`src/rtl/bar_graph_pkg.sv`:
```
// Shared types and colours for the spectrum bar renderer.
// Colour constants and the vertical zone palette.
package bar_graph_pkg;

  typedef struct packed {
    logic [7:0] r;
    logic [7:0] g;
    logic [7:0] b;
  } rgb_t;

  localparam rgb_t BG     = '{8'h00, 8'h00, 8'h80};
  localparam rgb_t RED    = '{8'hFF, 8'h00, 8'h00};
  localparam rgb_t YELLOW = '{8'hFF, 8'hFF, 8'h00};
  localparam rgb_t GREEN  = '{8'h00, 8'hFF, 8'h00};
  localparam rgb_t WHITE  = '{8'hFF, 8'hFF, 8'hFF};
  localparam rgb_t BLACK  = '{8'h00, 8'h00, 8'h00};

  // Top quarter red, next quarter yellow, lower half green.
  function automatic rgb_t zone_colour(input int y, input int h_max);
    if (y < h_max / 4) return RED;
    if (y < h_max / 2) return YELLOW;
    return GREEN;
  endfunction

endpackage

```
`src/rtl/bar_graph_renderer_bar_state.sv`:
```
// Per-bar state: pending write, displayed height, peak marker.
// Heights fall by DECAY_STEP per frame; peaks hold, then sink.
module bar_state #(
  parameter int H_MAX      = 480,
  parameter int H_W        = 9,
  parameter int DECAY_STEP = 2,
  parameter int PEAK_HOLD  = 30
) (
  input  logic           clk,
  input  logic           rst_n,
  input  logic           wr_en,
  input  logic [H_W-1:0] wr_data,
  input  logic           frame_start,
  output logic [H_W-1:0] height,
  output logic [H_W-1:0] peak
);

  localparam int HOLD_W = $clog2(PEAK_HOLD + 1);

  logic [H_W-1:0]    pending;
  logic [H_W-1:0]    decayed;
  logic [H_W-1:0]    height_new;
  logic [HOLD_W-1:0] hold;

  // Height candidate for the next frame.
  always_comb begin
    decayed = '0;
    if (int'(height) >= DECAY_STEP)
      decayed = height - H_W'(DECAY_STEP);
    height_new = (pending > decayed) ? pending : decayed;
  end

  // A write in the frame_start cycle lands in the cleared slot.
  always_ff @(posedge clk or negedge rst_n) begin
    if (!rst_n)
      pending <= '0;
    else if (wr_en)
      pending <= wr_data;
    else if (frame_start)
      pending <= '0;
  end

  // Once-per-frame height and peak update.
  always_ff @(posedge clk or negedge rst_n) begin
    if (!rst_n) begin
      height <= '0;
      peak   <= '0;
      hold   <= '0;
    end else if (frame_start) begin
      height <= height_new;
      if (height_new >= peak) begin
        peak <= height_new;
        hold <= HOLD_W'(PEAK_HOLD);
      end else if (hold != '0) begin
        hold <= hold - HOLD_W'(1);
      end else if (peak != '0) begin
        peak <= peak - H_W'(1);
      end
    end
  end

endmodule

```
`src/rtl/bar_graph_renderer.sv`:
```
// Spectrum bar renderer: latches magnitudes per frame and
// draws bottom-up bars with decay and a held peak marker.
module bar_graph_renderer
  import bar_graph_pkg::*;
#(
  parameter int N_BARS     = 10,
  parameter int BAR_W      = 53,
  parameter int BAR_GAP    = 10,
  parameter int X0         = 10,
  parameter int H_MAX      = 480,
  parameter int H_W        = $clog2(H_MAX + 1),
  parameter int DECAY_STEP = 2,
  parameter int PEAK_HOLD  = 30
) (
  input  logic              MAX10_CLK1_50,
  input  logic              Reset,
  input  logic              pixel_en,
  input  logic [9:0]        DrawX,
  input  logic [9:0]        DrawY,
  input  logic              frame_start,
  input  logic              mag_valid,
  input  logic [3:0]        mag_idx,
  input  logic [H_W-1:0]    mag_data,
  input  logic [N_BARS-1:0] bar_en,
  output logic [7:0]        VGA_R,
  output logic [7:0]        VGA_G,
  output logic [7:0]        VGA_B
);

  localparam int PITCH = BAR_W + BAR_GAP;

  logic [H_W-1:0]    mag_clamped;
  logic [N_BARS-1:0] wr_hit;
  logic [N_BARS-1:0] in_x;
  logic [H_W-1:0]    height [N_BARS];
  logic [H_W-1:0]    peak   [N_BARS];
  logic              frame_seen;
  rgb_t              pix;
  rgb_t              rgb_q;

  assign mag_clamped = (int'(mag_data) > H_MAX) ? H_W'(H_MAX) : mag_data;

  for (genvar i = 0; i < N_BARS; i++) begin : g_bar
    localparam int XS = X0 + i * PITCH;
    localparam int XE = XS + BAR_W - 1;

    assign wr_hit[i] = mag_valid && (int'(mag_idx) == i);
    assign in_x[i]   = bar_en[i] && (int'(DrawX) >= XS) && (int'(DrawX) <= XE);

    bar_state #(
      .H_MAX      (H_MAX),
      .H_W        (H_W),
      .DECAY_STEP (DECAY_STEP),
      .PEAK_HOLD  (PEAK_HOLD)
    ) u_state (
      .clk         (MAX10_CLK1_50),
      .rst_n       (Reset),
      .wr_en       (wr_hit[i]),
      .wr_data     (mag_clamped),
      .frame_start (frame_start),
      .height      (height[i]),
      .peak        (peak[i])
    );
  end

  // Nothing is drawn until a frame has been latched after reset.
  always_ff @(posedge MAX10_CLK1_50 or negedge Reset) begin
    if (!Reset)
      frame_seen <= 1'b0;
    else if (frame_start)
      frame_seen <= 1'b1;
  end

  // Priority colour: off-screen, peak marker, bar zone, background.
  always_comb begin
    pix = BG;
    if (!frame_seen || int'(DrawX) >= 640 || int'(DrawY) >= H_MAX) begin
      pix = BLACK;
    end else begin
      for (int i = 0; i < N_BARS; i++) begin
        if (in_x[i]) begin
          if (peak[i] != '0 && int'(peak[i]) < H_MAX &&
              int'(DrawY) + int'(peak[i]) == H_MAX - 1)
            pix = WHITE;
          else if (int'(DrawY) + int'(height[i]) >= H_MAX)
            pix = zone_colour(int'(DrawY), H_MAX);
        end
      end
    end
  end

  // Registered colour, held between pixel strobes.
  always_ff @(posedge MAX10_CLK1_50 or negedge Reset) begin
    if (!Reset)
      rgb_q <= BLACK;
    else if (pixel_en)
      rgb_q <= pix;
  end

  assign VGA_R = rgb_q.r;
  assign VGA_G = rgb_q.g;
  assign VGA_B = rgb_q.b;

endmodule

```
`config.mk`:
```
export PLATFORM = sky130hd
export DESIGN_NAME = bar_graph_renderer
export DESIGN_NICKNAME = d
export VERILOG_FILES = /design/src/rtl/bar_graph_pkg.sv /design/src/rtl/bar_graph_renderer_bar_state.sv /design/src/rtl/bar_graph_renderer.sv
export SDC_FILE = /design/constraint.sdc
export NUM_CORES = 1
export LEC_CHECK = 0
export ABC_AREA = 0
export CAP_MARGIN = 20
export CORE_ASPECT_RATIO = 0.7
export CORE_MARGIN = 3
export CORE_UTILIZATION = 35
export DETAILED_ROUTE_END_ITERATION = 8
export GPL_TIMING_DRIVEN = 0
export PLACE_DENSITY = 0.48
export REMOVE_ABC_BUFFERS = 1
export SLEW_MARGIN = 20
export SYNTH_ARGS = -nofsm -noshare
export SYNTH_HDL_FRONTEND = slang
export SYNTH_HIERARCHICAL = 1
export SYNTH_SLANG_ARGS = --single-unit
export TNS_END_PERCENT = 20
```
`constraint.sdc`:
```
create_clock -name MAX10_CLK1_50 -period 5.25 [get_ports MAX10_CLK1_50]
set_input_delay 0.7875 -clock MAX10_CLK1_50 [delete_from_list [all_inputs] [get_ports MAX10_CLK1_50]]
set_output_delay 0.7875 -clock MAX10_CLK1_50 [all_outputs]
set_load 0.01 [all_outputs]
```
==> impl_metrics.tcl, run 1 <==
set metrics [dict create \
    outcome "finished, final reports clean" \
    drcViolationCount 0 \
    initial_utilization_pct 35.7 \
    clock_skew_ns 0.0137 \
    stdcell_area_um2 36800 \
    dp.final_hpwl_mm 72.7 \
    post-route-min-period_ns 5.10 \
    worst_path_max_delay_cell "dfrtp_2" \
    critical_path.cell_chain "inv_1 -> ha_4 -> nand2b_4 -> or2_2 -> nor3_2 -> mux2_2 -> inv_1 -> ha_1 -> nand4_1 -> nor3_4 -> a2111oi_4 -> buf_4 -> nor2_4 -> buf_12 -> mux2_4 -> ha_1 -> nand4_1 -> nor2_1 -> a21oi_2 -> a21oi_2 -> a211oi_1 -> a211o_1" \
    wire_per_inst_um 20.4 \
    switchingPower_mw 10.2 \
    syn_inst 3665 \
    yosysTopAreaCellShare_pct 25.6 \
    p_comb_share_pct 62.3 \
    hold_viol_final 0 \
    ys_ff_latch 325 \
    seq_area_frac_synth_pct 25.6 \
    ctsLongestPathBuffers 3 \
    p_int_mw 10.8 \
    port_buffers 71 \
    grt_max_degree 103 \
    numCtsBuffers 43 \
    crit_path_start_kind "flip-flop" \
    setup-violations-final 0 \
    die_area_um2 94300 \
    grt_antenna_before_repair 7 \
    synthToLayoutAreaGrowth_pct 15.9 \
    yosys-top-cells-area "dfrtp_1 26%, ha_1 16%, nand2_1 3.9%, a21oi_1 3.8%, inv_1 3.7%" \
    track_usage_pct 20.9 \
    cts_tree "yes" \
    tightest_slew_ns 1.15 \
    core_area_um2 88900 \
    criticalPathCategory "reg -> reg" \
    async_flop_share_pct 100 \
    p_seq_share_pct 22.9 \
    fin_nets 4251 \
    clkSlewWorstSetupHoldPaths_ns 0.06 \
    final_common_cell "ha_1" \
    wirelength_mm 102 \
    mostFrequentLayoutCells "390 x ha_1, 325 x nand2_1, 311 x dfrtp_1" \
    insertion_delay_ns 0.60 \
    htreeDepth 2 \
    path_max_fanout 6 \
    vias 28155 \
    drv_slew 0 \
    vdd_drop_max_mv 0.284 \
    cts_root_buf "clkbuf_16" \
    ios 72 \
    max_freq_ghz 0.196 \
    syn_avg_cell_area_um2 8.66 \
    synth_ff_type "dfrtp_1" \
    final_antenna_net_count 0 \
    endpoint_kind "flip-flop" \
    cp-startpoint "g_bar[2].u_state/height[1]" \
    grt_pass1_vias 26249 \
    synth_warnings 6 \
    p_leak_nw 15.7 \
    max_cap_viol_count 0 \
    die_w_um 366 \
    power_density_nw_per_um2 570 \
    setup_tns_ns 0 \
    synth_cell_types 112 \
    syn_area_um2 31700 \
    relSlewSlack_pct 22.8 \
    hold_path_class "in -> async" \
    fin_crit_sh_pct 97.1 \
    cp_data_required_time_ns 5.73 \
    utilization_pct 41.4 \
    synth_edf_count 0 \
    grt_pass1_wl_mm 157 \
    arrival_ns 5.58 \
    drtIter0Drc 2225 \
    dpl_cell_area_um2 33800 \
    reg2reg_from "g_bar[2].u_state/height[1]" \
    switching_share_pct 48.6 \
    via_per_inst 5.60 \
    path_delay_family "simple AND/OR/NAND/NOR gates" \
    place.gp.congestion 0.816 \
    clock_sinks 325 \
    cpPeakStageDelay_ns 0.44 \
    hold_buffers 0 \
    drive_above_1_share_pct 17.3 \
    crit_buf_inv 4 \
    grt_overflow_total 0 \
    rows 91 \
    drtPass1Iterations 5 \
    pwr-share-clk_pct 14.8 \
    dieHeight_um 258 \
    yosys.area.top_type "dfrtp_1" \
]
-- metal layers --
layer	routed length [um]	share of wire, %	GRT usage (%)
met4	1850	1.8	4.44
met2	39700	39	28.7
met5	0	0	0
met3	5980	5.8	3.63
met1	54800	54	33.4
-- Yosys cell counts (61+ instances only) --
| cell | count |
|---|---|
| ha_1 | 400 |
| nand2_1 | 326 |
| dfrtp_1 | 325 |
| inv_1 | 310 |
| nor2_1 | 251 |
| a21oi_1 | 242 |
| o21ai_0 | 191 |
| nor3_1 | 160 |
| nand2b_1 | 82 |
| clkbuf_1 | 77 |
| o31ai_1 | 75 |
| or3_1 | 63 |
| nand4_1 | 61 |
-- worst reg2reg max path, cell delays in order (launching register included) --
cell and delay [ns]:
dfrtp_2 0.44, inv_1 0.12, ha_4 0.18, nand2b_4 0.08
or2_2 0.33, nor3_2 0.14, mux2_2 0.37, inv_1 0.06
ha_1 0.13, nand4_1 0.24, nor3_4 0.33, a2111oi_4 0.05
buf_4 0.16, nor2_4 0.22, buf_12 0.17, mux2_4 0.34
ha_1 0.30, nand4_1 0.13, nor2_1 0.30, a21oi_2 0.20
a21oi_2 0.35, a211oi_1 0.08, a211o_1 0.27
-- stage by stage --
stage | worst slack (ns) | hold WS (ns) | total power [mW] | std cells
after global routing | -0.0656 | 0.0654 | 22.9 | 5026
after global placement | -13.24 | 0.450 | 16.4 | 4828
after floorplan | 0.181 | 0.439 | 13.2 | 3548
after CTS | -0.0633 | 0.0471 | 20.0 | 4948
after detailed placement | -0.521 | 0.458 | 16.4 | 4849
final | 0.151 | 0.0602 | 21.0 | 5027
-- final cells by class --
type / count / area (um2)
Inverter: 310 / 1160
Clock buffer: 60 / 1290
Sequential cell: 325 / 8150
Fill cell: 8896 / 52100
Tap cell: 1209 / 1510
Timing Repair Buffer: 183 / 1910
Antenna cell: 1 / 2.50
Clock inverter: 19 / 155
Multi-Input combinational cell: 2920 / 22600
-- cells by family (layout without fill, tap and decap cells) --
| family | count (synthesis) | count (layout) | share of synthesized area (%) |
|---|---|---|---|
| xor+xnor | 76 | 76 | 2.10 |
| compound gates | 1003 | 1006 | 23.0 |
| flops | 325 | 325 | 25.6 |
| other cells | 0 | 1 | 0 |
| fa+ha+maj | 420 | 420 | 17.0 |
| mux | 134 | 134 | 5.05 |
| buf+inv | 427 | 572 | 5.56 |
| simple gates | 1280 | 1284 | 21.6 |
-- power by group through the flow --
stage | Sequential [mW] | Clock (mW) | Combinational [mW]
after floorplan | 4.27 | 0 | 8.92
after global placement | 4.81 | 0 | 11.6
after detailed placement | 4.79 | 0 | 11.6
after CTS | 4.75 | 3.22 | 12.0
after global routing | 4.96 | 3.30 | 14.6
final | 4.81 | 3.10 | 13.1
-- worst paths after layout --
check	depth (start not counted)	endpoint	slack [ns]
max	22	g_bar[2].u_state/peak[7]	0.15
min	1	g_bar[1].u_state/hold[3]	0.06
max reg2reg	22	g_bar[2].u_state/peak[7]	0.15
min reg2reg	1	frame_seen	0.47
max in group asynchronous	3	g_bar[6].u_state/height[1]	4.01
min in group MAX10_CLK1_50	1	frame_seen	0.47
-- registers in the layout (all words and copies together), names as in the netlist --
register / count
g_bar.u_state/pending: 90
g_bar.u_state/height: 90
VGA_G: 1
frame_seen: 1
VGA_B: 2
g_bar.u_state/hold: 50
VGA_R: 1
g_bar.u_state/peak: 90
-- timing repair --
action	4_1_cts	5_1_grt
endpoints found under the setup margin	84	136
setup buffers	19	72
gates resized for setup	46	135
cloned	1	6
pin swaps	21	48
Note: power is estimated with default switching activity, not from simulation.
==> run 2, diff against run 1 <==
--- a/config.mk
+++ b/config.mk
@@ -13,7 +13,6 @@
 export DETAILED_ROUTE_END_ITERATION = 8
 export GPL_TIMING_DRIVEN = 0
 export PLACE_DENSITY = 0.48
-export REMOVE_ABC_BUFFERS = 1
 export SLEW_MARGIN = 20
 export SYNTH_ARGS = -nofsm -noshare
 export SYNTH_HDL_FRONTEND = slang
==> run 2 against run 1 <==
Compared with the run above:
- worst hold slack improved by 0.011 ns
- critical path depth did not move
- wire length rose by 4.0%
- design area fell by 0.47%
- non-clock buffer count rose by 45
- critical path type unchanged
==> impl_metrics.tcl, run 2 (same netlist as run 1, synthesis figures left out) <==
set metrics [dict create \
    outcome "finished, final reports clean" \
    mostFrequentLayoutCells "392 x ha_1, 325 x nand2_1, 313 x dfrtp_1" \
    p_int_mw 10.6 \
    tightest_slew_ns 0.997 \
    drv_slew 0 \
    ios 72 \
    cp_data_required_time_ns 5.75 \
    fin_crit_sh_pct 96.4 \
    synth_nets 4133 \
    die_area_um2 94300 \
    switching_share_pct 48.4 \
    max_cap_viol_count 0 \
    post-route-min-period_ns 5.06 \
    final_common_cell "ha_1" \
    setup_tns_ns 0 \
    p_comb_share_pct 60.6 \
    critical_path.cell_chain "inv_1 -> ha_2 -> nand2b_2 -> or2_2 -> nor3_2 -> mux2_2 -> inv_1 -> ha_1 -> nand4_1 -> inv_1 -> a2111oi_4 -> nor2_4 -> buf_6 -> mux2_4 -> inv_1 -> ha_1 -> a21oi_2 -> nor2_1 -> a2111o_1 -> buf_4 -> or3_1 -> o211ai_1" \
    insertion_delay_ns 0.61 \
    grt_antenna_before_repair 13 \
    hold_buffers 0 \
    dp.final_hpwl_mm 78.0 \
    place_ws_ns -0.380 \
    path_delay_family "simple AND/OR/NAND/NOR gates" \
    track_usage_pct 22.1 \
    port_buffers 69 \
    setup-violations-final 0 \
    dieHeight_um 258 \
    drtIter0Drc 2435 \
    whs_ns 0.0716 \
    rsz0062_at_grt "true" \
    grt_pass1_vias 26791 \
    synthToLayoutAreaGrowth_pct 15.4 \
    power_density_nw_per_um2 562 \
    reg_top3 "g_bar.u_state/height: 90 flops, g_bar.u_state/peak: 90 flops, g_bar.u_state/pending: 90 flops" \
    grt_overflow_total 0 \
    vias 28436 \
    max_freq_ghz 0.198 \
    crit_path_start_kind "flip-flop" \
    via_per_inst 5.61 \
    rows 91 \
    dpl_cell_area_um2 34300 \
    path_max_fanout 10 \
    clock_skew_ns 0.0307 \
    core_area_um2 88900 \
    fin_nets 4289 \
    initial_utilization_pct 35.7 \
    place.gp.congestion 0.872 \
    grt_max_degree 86 \
    worst_path_max_delay_cell "dfrtp_2" \
    criticalPathCategory "reg -> reg" \
    hold_viol_final 0 \
    drive_above_1_share_pct 15.4 \
    clkSlewWorstSetupHoldPaths_ns 0.06 \
    switchingPower_mw 9.95 \
    drtPass1Iterations 5 \
    fin_ws_ns 0.189 \
    hold_path_class "in -> async" \
    pwr-share-clk_pct 16.0 \
    ctsLongestPathBuffers 3 \
    antenna_cells 0 \
    vdd_drop_max_mv 0.221 \
    numCtsBuffers 43 \
    drcViolationCount 0 \
    cts_root_buf "clkbuf_16" \
    cpPeakStageDelay_ns 0.45 \
    finalPower_mw 20.6 \
    stdcell_area_um2 36600 \
    final_antenna_net_count 0 \
    grt_pass1_wl_mm 164 \
    p_leak_nw 15.6 \
    cts_tree "yes" \
    wirelength_mm 106 \
    htreeDepth 2 \
    crit_path_frequent_cell "inv_1" \
    clock_sinks 325 \
    relSlewSlack_pct 33.5 \
    endpoint_kind "flip-flop" \
    crit_buf_inv 6 \
    p_seq_share_pct 23.3 \
    wire_per_inst_um 21.0 \
    die_w_um 366 \
    arrival_ns 5.56 \
]
-- run 2: cell types whose count changed in the layout (fill, tap and decap cells not counted), sizes merged, moves of 2 or more --
cell           delta
clkinvlp          -3
bufinv            +5
clkdlybuf4s50     +2
nor2              -4
a2111o            -3
clkinv            -2
clkbuf           +69
buf              -26
-- run 2: path summary, 6_finish.rpt --
check	slack [ns]	start	cells after the start	end
worst min-delay path	0.07	Reset	1	g_bar[3].u_state/pending[3]
worst max-delay path	0.19	g_bar[7].u_state/height[1]	22	g_bar[7].u_state/peak[0]
max in group asynchronous	3.66	Reset	4	g_bar[6].u_state/height[1]
worst max register to register	0.19	g_bar[7].u_state/height[1]	22	g_bar[7].u_state/peak[0]
worst min register to register	0.48	frame_seen	1	frame_seen
min in group MAX10_CLK1_50	0.48	frame_seen	1	frame_seen
-- run 2: what timing repair did --
action | CTS | global route
setup endpoints to repair | 78 | 128
resized for setup | 31 | 131
pin swaps | 9 | 19
buffers inserted | 8 | 18
-- run 2: through the flow --
stage          std cells  utilization [%]
6_report            5065             41.2
5_1_grt             5065             41.2
4_1_cts             5047             40.5
3_5_place_dp        4959             38.5
3_3_place_gp        4943             38.2
2_1_floorplan       3665                -
-- run 2: layout make-up --
type                            count  area (um2)
Multi-Input combinational cell   2913       22400
Clock inverter                     20         293
Inverter                          310        1160
Fill cell                        8852       52300
Clock buffer                       60        1240
Sequential cell                   325        8150
Tap cell                         1209        1510
Buffer                            117         647
Timing Repair Buffer              111        1200
-- run 2: worst reg2reg max path, stage by stage, from the launching register on --
cell       delay, ns
dfrtp_2         0.45
inv_1           0.10
ha_2            0.21
nand2b_2        0.11
or2_2           0.35
nor3_2          0.14
mux2_2          0.37
inv_1           0.06
ha_1            0.23
nand4_1         0.19
inv_1           0.11
a2111oi_4       0.43
nor2_4          0.11
buf_6           0.18
mux2_4          0.33
inv_1           0.06
ha_1            0.24
a21oi_2         0.18
nor2_1          0.08
a2111o_1        0.41
buf_4           0.19
or3_1           0.35
o211ai_1        0.10
-- run 2: routing by layer --
layer  global-route usage [%]  wire [um]
met3                     4.52       8160
met4                     4.15       1760
met1                     35.5      56200
met2                     29.7      40200
met5                        0         38
-- run 2: power by group through the flow --
stage	clock network [mW]	registers (mW)	logic, mW
2_1_floorplan	0	4.27	9.07
3_3_place_gp	0	4.80	11.7
3_5_place_dp	0	4.78	11.7
4_1_cts	3.40	4.75	11.9
5_1_grt	3.49	4.96	14.1
6_report	3.30	4.80	12.5
==> run 3, diff against run 2 <==
--- a/config.mk
+++ b/config.mk
@@ -13,6 +13,7 @@
 export DETAILED_ROUTE_END_ITERATION = 8
 export GPL_TIMING_DRIVEN = 0
 export PLACE_DENSITY = 0.48
+export RECOVER_POWER = 50
 export SLEW_MARGIN = 20
 export SYNTH_ARGS = -nofsm -noshare
 export SYNTH_HDL_FRONTEND = slang
==> run 3 against run 2 <==
Compared with the run above:
- the flow now finishes with violations (capacitance limit, slew limit)
- final cell count stayed put
- register-to-register slack hardly changed
- design area is 0.14% lower
- worst hold slack improved by 0.41 ns
- wire length about the same
- critical path depth increased by 1
- clock-buffer cell count unchanged
- utilization shrank 0.056 points
- largest power group unchanged
==> impl_metrics.tcl, run 3 (same netlist as run 1, synthesis figures left out) <==
set metrics [dict create \
    ios 72 \
    ff_latch_area_um2 8150 \
    final_antenna_net_count 0 \
    grt_pass1_vias 26791 \
    vias 28438 \
    wire_per_inst_um 21.0 \
    max_cap_viol_count 1 \
    hold_end "frame_seen" \
    wirelength_mm 106 \
    grt_overflow_total 0 \
    stdcell_area_um2 36600 \
    cts_root_buf "clkbuf_16" \
    reg_top3 "g_bar.u_state/height: 90 flops, g_bar.u_state/peak: 90 flops, g_bar.u_state/pending: 90 flops" \
    antenna_cells 0 \
    core_area_um2 88900 \
    post-route-min-period_ns 5.06 \
    power_density_nw_per_um2 562 \
    rrSetupSlack_ns 0.19 \
    cp_data_required_time_ns 5.75 \
    relSlewSlack_pct -77.6 \
    htreeDepth 2 \
    clock_sinks 325 \
    die_w_um 366 \
    fillCellCount 8860 \
    fin_crit_sh_pct 96.4 \
    drtPass1Iterations 5 \
    track_usage_pct 22.1 \
    clock_skew_ns 0.0300 \
    synth_nets 4133 \
    tightest_slew_ns 2.66 \
    violations "capacitance limit, slew limit" \
    rsz0062_at_grt "true" \
    reg2reg_from "g_bar[8].u_state/height[1]" \
    drtIter0Drc 2434 \
    hold_path_class "reg -> reg" \
    criticalPathCategory "reg -> reg" \
    hold_viol_final 0 \
    dp.final_hpwl_mm 78.0 \
    reg2regPathDepth 23 \
    crit_path_frequent_cell "inv_1" \
    grt_antenna_before_repair 13 \
    place.gp.congestion 0.872 \
    arrival_ns 5.56 \
    p_leak_nw 15.5 \
    insertion_delay_ns 0.61 \
    numCtsBuffers 43 \
    cpPeakStageDelay_ns 0.46 \
    path_delay_family "simple AND/OR/NAND/NOR gates" \
    utilization_pct 41.1 \
    dieHeight_um 258 \
    hp-start "frame_seen" \
    path_max_fanout 10 \
    grt_max_degree 86 \
    grt_pass1_wl_mm 164 \
    cts_tree "yes" \
    fin_nets 4289 \
    clkSlewWorstSetupHoldPaths_ns 0.06 \
    setup-violations-final 0 \
    final_common_cell "ha_1" \
    outcome "complete, but fails checks" \
    crit_buf_inv 7 \
    rr_endpoint "g_bar[8].u_state/peak[0]" \
    multi_input_area_um2 22400 \
    drive_above_1_share_pct 15.4 \
    endpoint_kind "flip-flop" \
    rows 91 \
    via_per_inst 5.61 \
    vdd_drop_max_mv 0.221 \
    crit_path_start_kind "flip-flop" \
    initial_utilization_pct 35.7 \
    drcViolationCount 0 \
    drv_slew 38 \
    max_freq_ghz 0.198 \
    synthToLayoutAreaGrowth_pct 15.2 \
    ctsLongestPathBuffers 3 \
    worst_path_max_delay_cell "dfrtp_2" \
    dpl_cell_area_um2 34300 \
    mostFrequentLayoutCells "392 x ha_1, 325 x nand2_1, 313 x dfrtp_1" \
    port_buffers 69 \
    critical_path.cell_chain "inv_1 -> ha_2 -> nand2b_4 -> or2_2 -> nor3_1 -> mux2_2 -> inv_1 -> ha_1 -> nand4_1 -> inv_1 -> a2111oi_4 -> buf_4 -> nor2_4 -> buf_6 -> mux2_4 -> inv_1 -> ha_1 -> a21oi_1 -> nor2_1 -> a2111o_1 -> buf_4 -> or3_1 -> o211ai_1" \
    worstHoldPathCells 1 \
    die_area_um2 94300 \
]
[run 3: cell types whose count changed in the layout (fill, tap and decap cells not counted), sizes merged]
cell	before	now
buf	101	99
dlygate4sd3	0	1
clkbuf	129	131
clkdlybuf4s50	58	57
[run 3: timing repair]
action	in CTS	in global routing
hold buffers	0	0
pin swaps	9	19
gates resized for setup	31	131
endpoints found under the hold margin	0	0
endpoints found under the setup margin	78	128
buffers inserted	8	18
[run 3: layer usage]
layer | vias to the layer above | global-route usage [%] | share of wire (%)
met4 | 6 | 4.15 | 1.7
met2 | 824 | 29.7 | 38
met5 | - | 0 | 0.036
met3 | 104 | 4.52 | 7.7
li1 | 13941 | - | -
met1 | 13563 | 35.5 | 53
[run 3: metrics by stage]
step | total power, mW | worst slack (ns) | instances | TNS, ns | hold slack [ns]
5_1_grt | 22.5 | -0.0435 | 5065 | -0.506 | 0.517
2_1_floorplan | 13.3 | 0.494 | 3665 | 0 | 0.439
6_report | 20.6 | 0.189 | 5065 | 0 | 0.478
4_1_cts | 20.0 | -0.0180 | 5047 | -0.0196 | 0.0620
3_3_place_gp | 16.5 | -13.08 | 4943 | -4249.54 | 0.455
3_5_place_dp | 16.5 | -0.380 | 4959 | -7.00 | 0.463
[run 3: area by class of cell]
cell class                 count  area share (%)
buffer                       117            1.77
sequential                   325            22.3
clock inverter                20           0.801
tap                         1209            4.14
multi-input combinational   2913            61.3
clock buffer                  60            3.39
inverter                     310            3.18
timing repair buffer         111            3.15
[run 3: how the worst max path moves through the flow]
stage,from,endpoint,slack [ns],depth (start not counted)
final,g_bar[8].u_state/height[1],g_bar[8].u_state/peak[0],0.19,23
after global routing,g_bar[8].u_state/height[1],g_bar[8].u_state/peak[3],-0.04,23
after CTS,g_bar[6].u_state/height[1],g_bar[6].u_state/peak[0],-0.02,22
after detailed placement,g_bar[9].u_state/height[2],g_bar[9].u_state/peak[5],-0.38,19
after global placement,Reset,g_bar[4].u_state/peak[2],-13.08,1
after floorplan,g_bar[9].u_state/height[2],g_bar[9].u_state/peak[6],0.49,17
[run 3: report_power, final]
group	leakage [nW]	switching (mW)	internal (mW)	total (mW)
Clock	0.759	1.30	2.00	3.30
Sequential	4.05	1.48	3.32	4.80
Combinational	10.7	7.17	5.29	12.5
